<file path="src/rtl/hazard_control_unit_if.sv">
// Hazard controller bus: ID/EX operand info, hazard sources and pipeline register controls.
`default_nettype none

interface hazard_control_unit_if #(
   parameter int CNT_W = 32
);
   logic [4:0]       id_rs1_addr_i;
   logic [4:0]       id_rs2_addr_i;
   logic             id_rs1_rden_i;
   logic             id_rs2_rden_i;
   logic [4:0]       ex_rd_addr_i;
   logic             ex_rd_wren_i;
   logic             ex_mem_rden_i;
   logic             ex_br_taken_i;
   logic             mem_busy_i;
   logic             clr_cnt_i;
   logic             pc_en_o;
   logic             if_id_en_o;
   logic             id_ex_en_o;
   logic             ex_mem_en_o;
   logic             if_id_flush_o;
   logic             id_ex_flush_o;
   logic             mem_wb_flush_o;
   logic             mem_wait_o;
   logic             mem_timeout_o;
   logic [CNT_W-1:0] stall_cnt_o;
   logic [CNT_W-1:0] flush_cnt_o;

   modport master (
      output id_rs1_addr_i, id_rs2_addr_i, id_rs1_rden_i, id_rs2_rden_i,
             ex_rd_addr_i, ex_rd_wren_i, ex_mem_rden_i, ex_br_taken_i,
             mem_busy_i, clr_cnt_i,
      input  pc_en_o, if_id_en_o, id_ex_en_o, ex_mem_en_o,
             if_id_flush_o, id_ex_flush_o, mem_wb_flush_o,
             mem_wait_o, mem_timeout_o, stall_cnt_o, flush_cnt_o
   );

   modport slave (
      input  id_rs1_addr_i, id_rs2_addr_i, id_rs1_rden_i, id_rs2_rden_i,
             ex_rd_addr_i, ex_rd_wren_i, ex_mem_rden_i, ex_br_taken_i,
             mem_busy_i, clr_cnt_i,
      output pc_en_o, if_id_en_o, id_ex_en_o, ex_mem_en_o,
             if_id_flush_o, id_ex_flush_o, mem_wb_flush_o,
             mem_wait_o, mem_timeout_o, stall_cnt_o, flush_cnt_o
   );
endinterface

`default_nettype wire

</file>
<file path="src/rtl/hazard_control_unit.sv">
// Load-use / redirect / memory-wait hazard control with wait FSM, sticky timeout and perf counters.
`default_nettype none

module hazard_control_unit #(
   parameter int TIMEOUT = 255,
   parameter int CNT_W   = 32
) (
   input  wire logic             clk_i,
   input  wire logic             rst_ni,
   hazard_control_unit_if.slave  bus
);
   localparam int              WAIT_W   = $clog2(TIMEOUT + 1);
   localparam logic [WAIT_W-1:0] WAIT_MAX = WAIT_W'(TIMEOUT);
   localparam logic [WAIT_W-1:0] WAIT_PRE = WAIT_W'(TIMEOUT - 1);

   typedef enum logic [0:0] {
      RUN      = 1'b0,
      MEM_WAIT = 1'b1
   } state_t;

   state_t            state;
   logic [WAIT_W-1:0] wait_cnt;
   logic              timeout;
   logic [CNT_W-1:0]  stall_cnt;
   logic [CNT_W-1:0]  flush_cnt;

   logic load_use;
   logic stall_evt;
   logic flush_evt;

   assign load_use = bus.ex_mem_rden_i & bus.ex_rd_wren_i & (bus.ex_rd_addr_i != 5'd0) &
                     ((bus.id_rs1_rden_i & (bus.id_rs1_addr_i == bus.ex_rd_addr_i)) |
                      (bus.id_rs2_rden_i & (bus.id_rs2_addr_i == bus.ex_rd_addr_i)));

   // A taken redirect squashes the ID instruction, so its load-use is moot.
   assign stall_evt = rst_ni & (bus.mem_busy_i | (~bus.ex_br_taken_i & load_use));
   assign flush_evt = rst_ni & ~bus.mem_busy_i & bus.ex_br_taken_i;

   always_comb begin
      bus.pc_en_o        = 1'b1;
      bus.if_id_en_o     = 1'b1;
      bus.id_ex_en_o     = 1'b1;
      bus.ex_mem_en_o    = 1'b1;
      bus.if_id_flush_o  = 1'b0;
      bus.id_ex_flush_o  = 1'b0;
      bus.mem_wb_flush_o = 1'b0;
      if (!rst_ni) begin
         bus.pc_en_o     = 1'b0;
         bus.if_id_en_o  = 1'b0;
         bus.id_ex_en_o  = 1'b0;
         bus.ex_mem_en_o = 1'b0;
      end else if (bus.mem_busy_i) begin
         bus.pc_en_o        = 1'b0;
         bus.if_id_en_o     = 1'b0;
         bus.id_ex_en_o     = 1'b0;
         bus.ex_mem_en_o    = 1'b0;
         bus.mem_wb_flush_o = 1'b1;
      end else if (bus.ex_br_taken_i) begin
         bus.if_id_flush_o = 1'b1;
         bus.id_ex_flush_o = 1'b1;
      end else if (load_use) begin
         bus.pc_en_o       = 1'b0;
         bus.if_id_en_o    = 1'b0;
         bus.id_ex_flush_o = 1'b1;
      end
   end

   always_ff @(posedge clk_i or negedge rst_ni) begin
      if (!rst_ni) begin
         state     <= RUN;
         wait_cnt  <= '0;
         timeout   <= 1'b0;
         stall_cnt <= '0;
         flush_cnt <= '0;
      end else begin
         state <= bus.mem_busy_i ? MEM_WAIT : RUN;

         if (!bus.mem_busy_i) begin
            wait_cnt <= '0;
         end else if (wait_cnt != WAIT_MAX) begin
            wait_cnt <= wait_cnt + WAIT_W'(1);
         end

         // Sticky: set on the edge the count reaches TIMEOUT, cleared only by reset.
         if (bus.mem_busy_i && (wait_cnt == WAIT_PRE)) begin
            timeout <= 1'b1;
         end

         if (bus.clr_cnt_i) begin
            stall_cnt <= '0;
            flush_cnt <= '0;
         end else begin
            if (stall_evt && (stall_cnt != '1)) begin
               stall_cnt <= stall_cnt + CNT_W'(1);
            end
            if (flush_evt && (flush_cnt != '1)) begin
               flush_cnt <= flush_cnt + CNT_W'(1);
            end
         end
      end
   end

   assign bus.mem_wait_o    = (state == MEM_WAIT);
   assign bus.mem_timeout_o = timeout;
   assign bus.stall_cnt_o   = stall_cnt;
   assign bus.flush_cnt_o   = flush_cnt;

endmodule

`default_nettype wire

</file>
<file path="src/flat_wrapper.sv">
// flat-port wrapper written by rule: the top's interface ports become plain ports
module hazard_control_unit_flat 
#(
   parameter int TIMEOUT = 255,
   parameter int CNT_W   = 32
)
  (clk_i, rst_ni, bus_id_rs1_addr_i, bus_id_rs2_addr_i, bus_id_rs1_rden_i, bus_id_rs2_rden_i, bus_ex_rd_addr_i, bus_ex_rd_wren_i, bus_ex_mem_rden_i, bus_ex_br_taken_i, bus_mem_busy_i, bus_clr_cnt_i, bus_pc_en_o, bus_if_id_en_o, bus_id_ex_en_o, bus_ex_mem_en_o, bus_if_id_flush_o, bus_id_ex_flush_o, bus_mem_wb_flush_o, bus_mem_wait_o, bus_mem_timeout_o, bus_stall_cnt_o, bus_flush_cnt_o);
  hazard_control_unit_if #(.CNT_W(CNT_W)) bus_i ();
  input  wire logic clk_i;
  input  wire logic rst_ni;
  input wire logic [$bits(bus_i.id_rs1_addr_i)-1:0] bus_id_rs1_addr_i;
  input wire logic [$bits(bus_i.id_rs2_addr_i)-1:0] bus_id_rs2_addr_i;
  input wire logic [$bits(bus_i.id_rs1_rden_i)-1:0] bus_id_rs1_rden_i;
  input wire logic [$bits(bus_i.id_rs2_rden_i)-1:0] bus_id_rs2_rden_i;
  input wire logic [$bits(bus_i.ex_rd_addr_i)-1:0] bus_ex_rd_addr_i;
  input wire logic [$bits(bus_i.ex_rd_wren_i)-1:0] bus_ex_rd_wren_i;
  input wire logic [$bits(bus_i.ex_mem_rden_i)-1:0] bus_ex_mem_rden_i;
  input wire logic [$bits(bus_i.ex_br_taken_i)-1:0] bus_ex_br_taken_i;
  input wire logic [$bits(bus_i.mem_busy_i)-1:0] bus_mem_busy_i;
  input wire logic [$bits(bus_i.clr_cnt_i)-1:0] bus_clr_cnt_i;
  output wire logic [$bits(bus_i.pc_en_o)-1:0] bus_pc_en_o;
  output wire logic [$bits(bus_i.if_id_en_o)-1:0] bus_if_id_en_o;
  output wire logic [$bits(bus_i.id_ex_en_o)-1:0] bus_id_ex_en_o;
  output wire logic [$bits(bus_i.ex_mem_en_o)-1:0] bus_ex_mem_en_o;
  output wire logic [$bits(bus_i.if_id_flush_o)-1:0] bus_if_id_flush_o;
  output wire logic [$bits(bus_i.id_ex_flush_o)-1:0] bus_id_ex_flush_o;
  output wire logic [$bits(bus_i.mem_wb_flush_o)-1:0] bus_mem_wb_flush_o;
  output wire logic [$bits(bus_i.mem_wait_o)-1:0] bus_mem_wait_o;
  output wire logic [$bits(bus_i.mem_timeout_o)-1:0] bus_mem_timeout_o;
  output wire logic [$bits(bus_i.stall_cnt_o)-1:0] bus_stall_cnt_o;
  output wire logic [$bits(bus_i.flush_cnt_o)-1:0] bus_flush_cnt_o;
  assign bus_i.id_rs1_addr_i = bus_id_rs1_addr_i;
  assign bus_i.id_rs2_addr_i = bus_id_rs2_addr_i;
  assign bus_i.id_rs1_rden_i = bus_id_rs1_rden_i;
  assign bus_i.id_rs2_rden_i = bus_id_rs2_rden_i;
  assign bus_i.ex_rd_addr_i = bus_ex_rd_addr_i;
  assign bus_i.ex_rd_wren_i = bus_ex_rd_wren_i;
  assign bus_i.ex_mem_rden_i = bus_ex_mem_rden_i;
  assign bus_i.ex_br_taken_i = bus_ex_br_taken_i;
  assign bus_i.mem_busy_i = bus_mem_busy_i;
  assign bus_i.clr_cnt_i = bus_clr_cnt_i;
  assign bus_pc_en_o = bus_i.pc_en_o;
  assign bus_if_id_en_o = bus_i.if_id_en_o;
  assign bus_id_ex_en_o = bus_i.id_ex_en_o;
  assign bus_ex_mem_en_o = bus_i.ex_mem_en_o;
  assign bus_if_id_flush_o = bus_i.if_id_flush_o;
  assign bus_id_ex_flush_o = bus_i.id_ex_flush_o;
  assign bus_mem_wb_flush_o = bus_i.mem_wb_flush_o;
  assign bus_mem_wait_o = bus_i.mem_wait_o;
  assign bus_mem_timeout_o = bus_i.mem_timeout_o;
  assign bus_stall_cnt_o = bus_i.stall_cnt_o;
  assign bus_flush_cnt_o = bus_i.flush_cnt_o;
  hazard_control_unit #(.TIMEOUT(TIMEOUT), .CNT_W(CNT_W)) u_core (.clk_i(clk_i), .rst_ni(rst_ni), .bus(bus_i));
endmodule
</file>
<file path="config.mk">
export PLATFORM = sky130hd
export DESIGN_NAME = hazard_control_unit_flat
export DESIGN_NICKNAME = d
export VERILOG_FILES = /design/src/rtl/hazard_control_unit_if.sv /design/src/rtl/hazard_control_unit.sv /design/src/flat_wrapper.sv
export SDC_FILE = /design/constraint.sdc
export NUM_CORES = 1
export LEC_CHECK = 0
export ABC_AREA = 1
export ABC_CLOCK_PERIOD_IN_PS = 1900
export BUFFER_PORTS_ARGS = -buffer_cell sky130_fd_sc_hd__buf_2
export CORE_UTILIZATION = 25
export CTS_CLUSTER_SIZE = 24
export DETAILED_ROUTE_END_ITERATION = 10
export SETUP_SLACK_MARGIN = 0.3
export SLEW_MARGIN = 20
export SYNTH_ARGS = -nofsm -noshare
export SYNTH_HDL_FRONTEND = slang
export SYNTH_SLANG_ARGS = --single-unit
</file>
<file path="constraint.sdc">
create_clock -name clk_i -period 1.9 [get_ports clk_i]
set_input_delay 0.19 -clock clk_i [delete_from_list [all_inputs] [get_ports clk_i]]
set_output_delay 0.19 -clock clk_i [all_outputs]
set_load 0.05 [all_outputs]
</file>
Word-level counts from Yosys, hierarchy flattened
Cells that the tools add are included.

storage, ports and cells
  flip-flop bits (word level) = 74
  bits in latches = 0
  memory bits (writable) = 0
  bits in read-only memories = 0
  input bits = 24
  output and inout port bits = 73
  logic and storage cells = 55
  memories = 0

cells by class
  add/sub/neg operators = 3
  multiply operators = 0
  div/mod/pow operators = 0
  order comparisons = 0
  equal/unequal tests = 7
  shifts and indexed selects = 0
  muxes and demuxes = 21
  bitwise logic cells = 13
  reduce and logical (&&, ||, !) cells = 6

operators with widths
  operator                                       count
  2-to-1 mux 32 bit                              4
  adder 32 x 1 -> 32 bit, second input constant  2
  != test 32 bit, second input constant          2
  2-to-1 mux 8 bit                               2
  2-to-1 mux 1 bit                               15
  == test 5 bit                                  2
  AND 1 bit                                      9
  adder 8 x 1 -> 8 bit, second input constant    1
  == test 8 bit, second input constant           1
  != test 8 bit, second input constant           1
  nonzero test 5 bit                             1
  nonzero test 2 bit                             2
  logical AND 1 bit                              3
  != test 2 x 1 -> 1 bit, second input constant  1
  NOT 1 bit                                      2
  bitwise OR 1 bit                               2

Longest topological paths before layout
  word-level depth = 10
  depth in mapped cells = 12
  gate-level depth less buffers = 11

Least setup slack after synthesis
No wires, ideal clock.

  path kind = register -> register
  start = register u_core.stall_cnt[0], in the netlist u_core.bus.stall_cnt_o[0]
  end = register u_core.stall_cnt[26], in the netlist u_core.bus.stall_cnt_o[26]
  library setup time = 0.066 ns
  arrival time = 2.022 ns
  required time = 1.834 ns
  slack = -0.188 ns
  cell stages (with the launch flop) = 13
  cell sequence = dfrtp_1 ha_1 nand2_1 inv_2 nand2_1 nor2_4 nand4_1 nand2_1 inv_2 nand2_4 buf_6 nand3_1 nand2_1

between the ends
  cells in the longest elaborated chain, start to end = 3
  elaborated cells between the ends (all ways) = 6
  classes of those cells = add/sub (1); eq/ne (1); mux (2); reduce/logical (2)

ends and longest elaborated chain
  item                                                             line                                                  text
  start, declared                                                  hazard_control_unit.sv:24                             logic [CNT_W-1:0] stall_cnt;
  start signal, assigned                                           hazard_control_unit.sv:94                             stall_cnt <= stall_cnt + CNT_W'(1);
  adder 32 x 1 -> 32 bit / != test 32 bit (equally long branches)  hazard_control_unit.sv:94, hazard_control_unit.sv:93
  2-to-1 mux 32 bit / logical AND 1 bit (equally long branches)    hazard_control_unit.sv:93                             if (stall_evt && (stall_cnt != '1)) begin
  2-to-1 mux 32 bit / nonzero test 2 bit (equally long branches)   --

Parallel ways exist; a longest one is shown, timed or not. The select of a mux whose other input is x is not followed.
A chain may end at the register's enable or synchronous reset.

Worst setup path after layout
  start = register u_core.stall_cnt[1], in the netlist u_core.bus.stall_cnt_o[1]
  end = register u_core.stall_cnt[24], in the netlist u_core.bus.stall_cnt_o[24]

Same word-level chain as after synthesis.

==> reports/qor.tcl <==
set qor(status) {completed}
set qor(fp.dieW_um) 148
set qor(synth_cells) 812
set qor(crit_type) {flip-flop to flip-flop}
set qor(detailroute.wirelength.met3_mm) 1.40
set qor(cp_data_required_time_ns) 2.14
set qor(critical-path-slowest-cell) {sky130_fd_sc_hd__dfrtp_2}
set qor(syn-cell-area_mm2) 0.00531
set qor(holdCritPathClass) {input port to async pin}
set qor(min_period_ns) 1.66
set qor(static-leakage-power_nw) 4.01
set qor(place.gp.congestion) 0.958
set qor(wire_per_inst_um) 15.1
set qor(drtAntennaViolNets) 0
set qor(end_kind) {flip-flop}
set qor(report.final.hold_viol_count) 0
set qor(design.portCount) 97
set qor(multi_input_area_mm2) 0.00339
set qor(synth_seq_area_share_pct) 34.9
set qor(h-tree-depth) 3
set qor(synth_area_per_cell_um2) 6.54
set qor(overall_die_area_mm2) 0.0218
set qor(synthesis.yosys.warnings) 0
set qor(detailed_place_hpwl_mm) 13.6
set qor(clock_tree_from_tritoncts) {built}
set qor(post-synth-top-count-cell) {sky130_fd_sc_hd__nand2_1}
set qor(slew-limit-headroom_pct) 63.2
set qor(timing.critical_path.fanout_max) 5
set qor(synth.largest_area_cell) {sky130_fd_sc_hd__dfrtp_1}
set qor(yosys_most_used_dff) {sky130_fd_sc_hd__dfrtp_1}
set qor(dr_total_vias) 6220
set qor(wire_length_of_the_first_global_routing_pass_mm) 29.7
set qor(antenna_cells) 0
set qor(yosys_register_bits) 74
set qor(fraction_of_power_consumed_by_the_clock_network_pct) 49.0
set qor(grt_start_max_net_pins) 64
set qor(total_grt_usage_pct) 17.4
set qor(critPathBufInv) 4
set qor(swShare_pct) 25.5
set qor(grt_setup_unrepaired) {true}
set qor(timing.final.max_slew_violations) 0
set qor(switchingPower_mw) 1.03
set qor(slowest_delay_ns) 0.43
set qor(synthTopCellsByCount) {241 x sky130_fd_sc_hd__nand2_1, 104 x sky130_fd_sc_hd__inv_1, 102 x sky130_fd_sc_hd__nor2_1, 82 x sky130_fd_sc_hd__nand3_1, 74 x sky130_fd_sc_hd__dfrtp_1}
set qor(fmax_mhz) 603
set qor(drt_wl_total_mm) 19.3
set qor(cp_top_family) {simple AND/OR/NAND/NOR gates}
set qor(maxUsedRoutingLayer) {met4}
set qor(post_synth_main_area_contributors) {sky130_fd_sc_hd__dfrtp_1 35%, sky130_fd_sc_hd__nand2_1 17%, sky130_fd_sc_hd__nand3_1 7.7%}
set qor(via_per_inst) 4.86
set qor(clock_latency_on_the_worst_skew_pair_ns) 0.35
set qor(powerDensity_mw_per_mm2) 506
set qor(cell_internal_pwr_mw) 3.00
set qor(timing.rr.start) {u_core.bus.stall_cnt_o[1]}
set qor(synth_top_area_share_pct) 34.9
set qor(drc_errors) 0
set qor(grt_overflow) 0
set qor(critical_path.cell_chain) {ha_4 -> nand2_2 -> inv_2 -> nand2_4 -> nor2_4 -> nand4_1 -> nand2_1 -> inv_2 -> nand2_8 -> buf_12 -> buf_16 -> nand3_2 -> nand2_1}
set qor(tritoncts.num_buffers) 9
set qor(cts_root_buffer) {sky130_fd_sc_hd__clkbuf_16}
set qor(place.detailed.instances) 1211
set qor(route.met2.wl_mm) 9.03
set qor(synth-edff-count) 0
set qor(cts.path.max_buffers) 2
set qor(rows) 52
set qor(worst_setup_hold_path_clk_slew_ns) 0.06
set qor(numPortBuffers) 96
set qor(drt_first_pass_iters) 5
set qor(power.combinational.fraction_pct) 11.4
set qor(sequentialPowerShare_pct) 39.6
set qor(timing.critical_path.from_type) {flip-flop}
set qor(design.final.nets) 1034
set qor(grt_antenna_before_repair) 0
set qor(number_of_global_route_vias_before_repair) 5525
set qor(max-cap-violations) 0
set qor(core_area_mm2) 0.0206
set qor(area_added_between_synthesis_and_finish_pct) 50.0
set qor(sinks_on_the_clock_net) 74
set qor(async_flop_share_pct) 100
set qor(seqCellArea_mm2) 0.00189
set qor(netlist-cell-type-count) 38
set qor(start_util_pct) 25.8
set qor(drt_iter0_drc) 482
set qor(n_fill_cell) 2158
set qor(period_share_pct) 87.2
set qor(layout.cells.non_filler) 1281
set qor(post_route_cells_drive_above_1_share_pct) 39.0
set qor(max-vdd-ir-drop_mv) 0.471
set qor(tightest_slew_ns) 0.551
set qor(synth.net_count) 840
set qor(met1Wirelength_mm) 8.60
set qor(critPathLaunch) {u_core.bus.stall_cnt_o[1]}
set qor(die_ht_um) 148
set qor(finalSetupViolations) 0
set qor(hold_ws_ns) 0.0548
set qor(clock-skew-final_ns) 0.0106
set qor(timing.critical_path.arrival_ns) 1.89
==> routing by layer <==
metal,vias up,GRT usage [%]
met2,241,28.3
li1,3006,-
met4,0,3.56
met5,-,0
met1,2951,23.8
met3,22,3.73
==> worst paths after layout <==
kind,cells past startpoint,slack [ns],to
worst max register to register,13,0.24,u_core.bus.stall_cnt_o[24]
max in group asynchronous,3,1.20,u_core.wait_cnt[3]
min in group clk_i,2,0.14,u_core.bus.mem_wait_o
worst max-delay path,13,0.24,u_core.bus.stall_cnt_o[24]
worst min-delay path,3,0.05,u_core.bus.flush_cnt_o[28]
worst min register to register,1,0.48,u_core.bus.mem_timeout_o
==> cells by family (layout without fill, tap and decap cells) <==
kind of cell	after synthesis	after routing	share of synthesized area, %
compound gates	56	56	6.12
fa+ha+maj	4	4	0.942
simple gates	521	521	43.9
xor+xnor	18	18	2.97
flops	74	74	34.9
buf+inv	139	338	11.3
==> registers in the layout, indices dropped and copies added (netlist names) <==
| name | cells |
|---|---|
| u_core.bus.mem_timeout_o | 1 |
| u_core.bus.flush_cnt_o | 32 |
| u_core.bus.stall_cnt_o | 32 |
| u_core.wait_cnt | 8 |
| u_core.bus.mem_wait_o | 1 |
==> worst register-to-register path: stages, from the launching register on <==
cell	delay (ns)
sky130_fd_sc_hd__dfrtp_2	0.43
sky130_fd_sc_hd__ha_4	0.17
sky130_fd_sc_hd__nand2_2	0.06
sky130_fd_sc_hd__inv_2	0.05
sky130_fd_sc_hd__nand2_4	0.06
sky130_fd_sc_hd__nor2_4	0.04
sky130_fd_sc_hd__nand4_1	0.08
sky130_fd_sc_hd__nand2_1	0.07
sky130_fd_sc_hd__inv_2	0.13
sky130_fd_sc_hd__nand2_8	0.10
sky130_fd_sc_hd__buf_12	0.14
sky130_fd_sc_hd__buf_16	0.13
sky130_fd_sc_hd__nand3_2	0.05
sky130_fd_sc_hd__nand2_1	0.05
==> cell type report <==
type / instances / area share [%]
clock buffers: 12 / 3.34
clock inverters: 4 / 0.910
inverters: 112 / 5.73
multi-input cells: 599 / 42.5
flip-flops and latches: 74 / 23.7
well taps: 270 / 4.24
repair buffers: 209 / 19.5
repair inverters: 1 / 0.110
==> cell usage in the layout (no fill, tap or decap), drive strengths merged, types with 3 or more instances in the layout <==
master and instances:
a21oi 8, nand4 50, o21ai 37, xnor2 6
nor3 22, buf 205, inv 109, nand3 88
xor2 12, a21o 3, clkinvlp 3, clkbuf 15
dfrtp 74, ha 4, clkinv 3, nand2 252
nor2 106
==> power groups by stage <==
stage	clock network [mW]	registers (mW)	logic, mW
after detailed placement	0	1.63	0.360
after global placement	0	1.63	0.357
after floorplan	0	1.64	0.205
after CTS	2.02	1.59	0.425
final	1.98	1.60	0.460
after global routing	2.09	1.60	0.501
==> through the flow <==
stage | cell area [um^2] | util (%) | TNS (ns) | power (mW) | worst slack [ns]
finish | 7970 | 38.8 | 0 | 4.03 | 0.243
global placement | 6610 | 32.1 | -0.00572 | 1.98 | -0.00572
global route | 7970 | 38.8 | 0 | 4.18 | 0.161
floorplan | 5490 | - | 0 | 1.85 | 0.0944
detailed placement | 6610 | 32.1 | 0 | 1.99 | 0.0606
CTS | 7410 | 36.0 | 0 | 4.04 | 0.220
==> repair_timing <==
action | 4_1_cts | 5_1_grt
hold buffers | 1 | 0
cloned | 4 | 2
pin swaps | 5 | 27
endpoints found under the hold margin | 7 | 0
setup buffers | 25 | 22
resized for setup | 42 | 102
setup endpoints to repair | 63 | 69
Power figures use the tool's default switching activity.
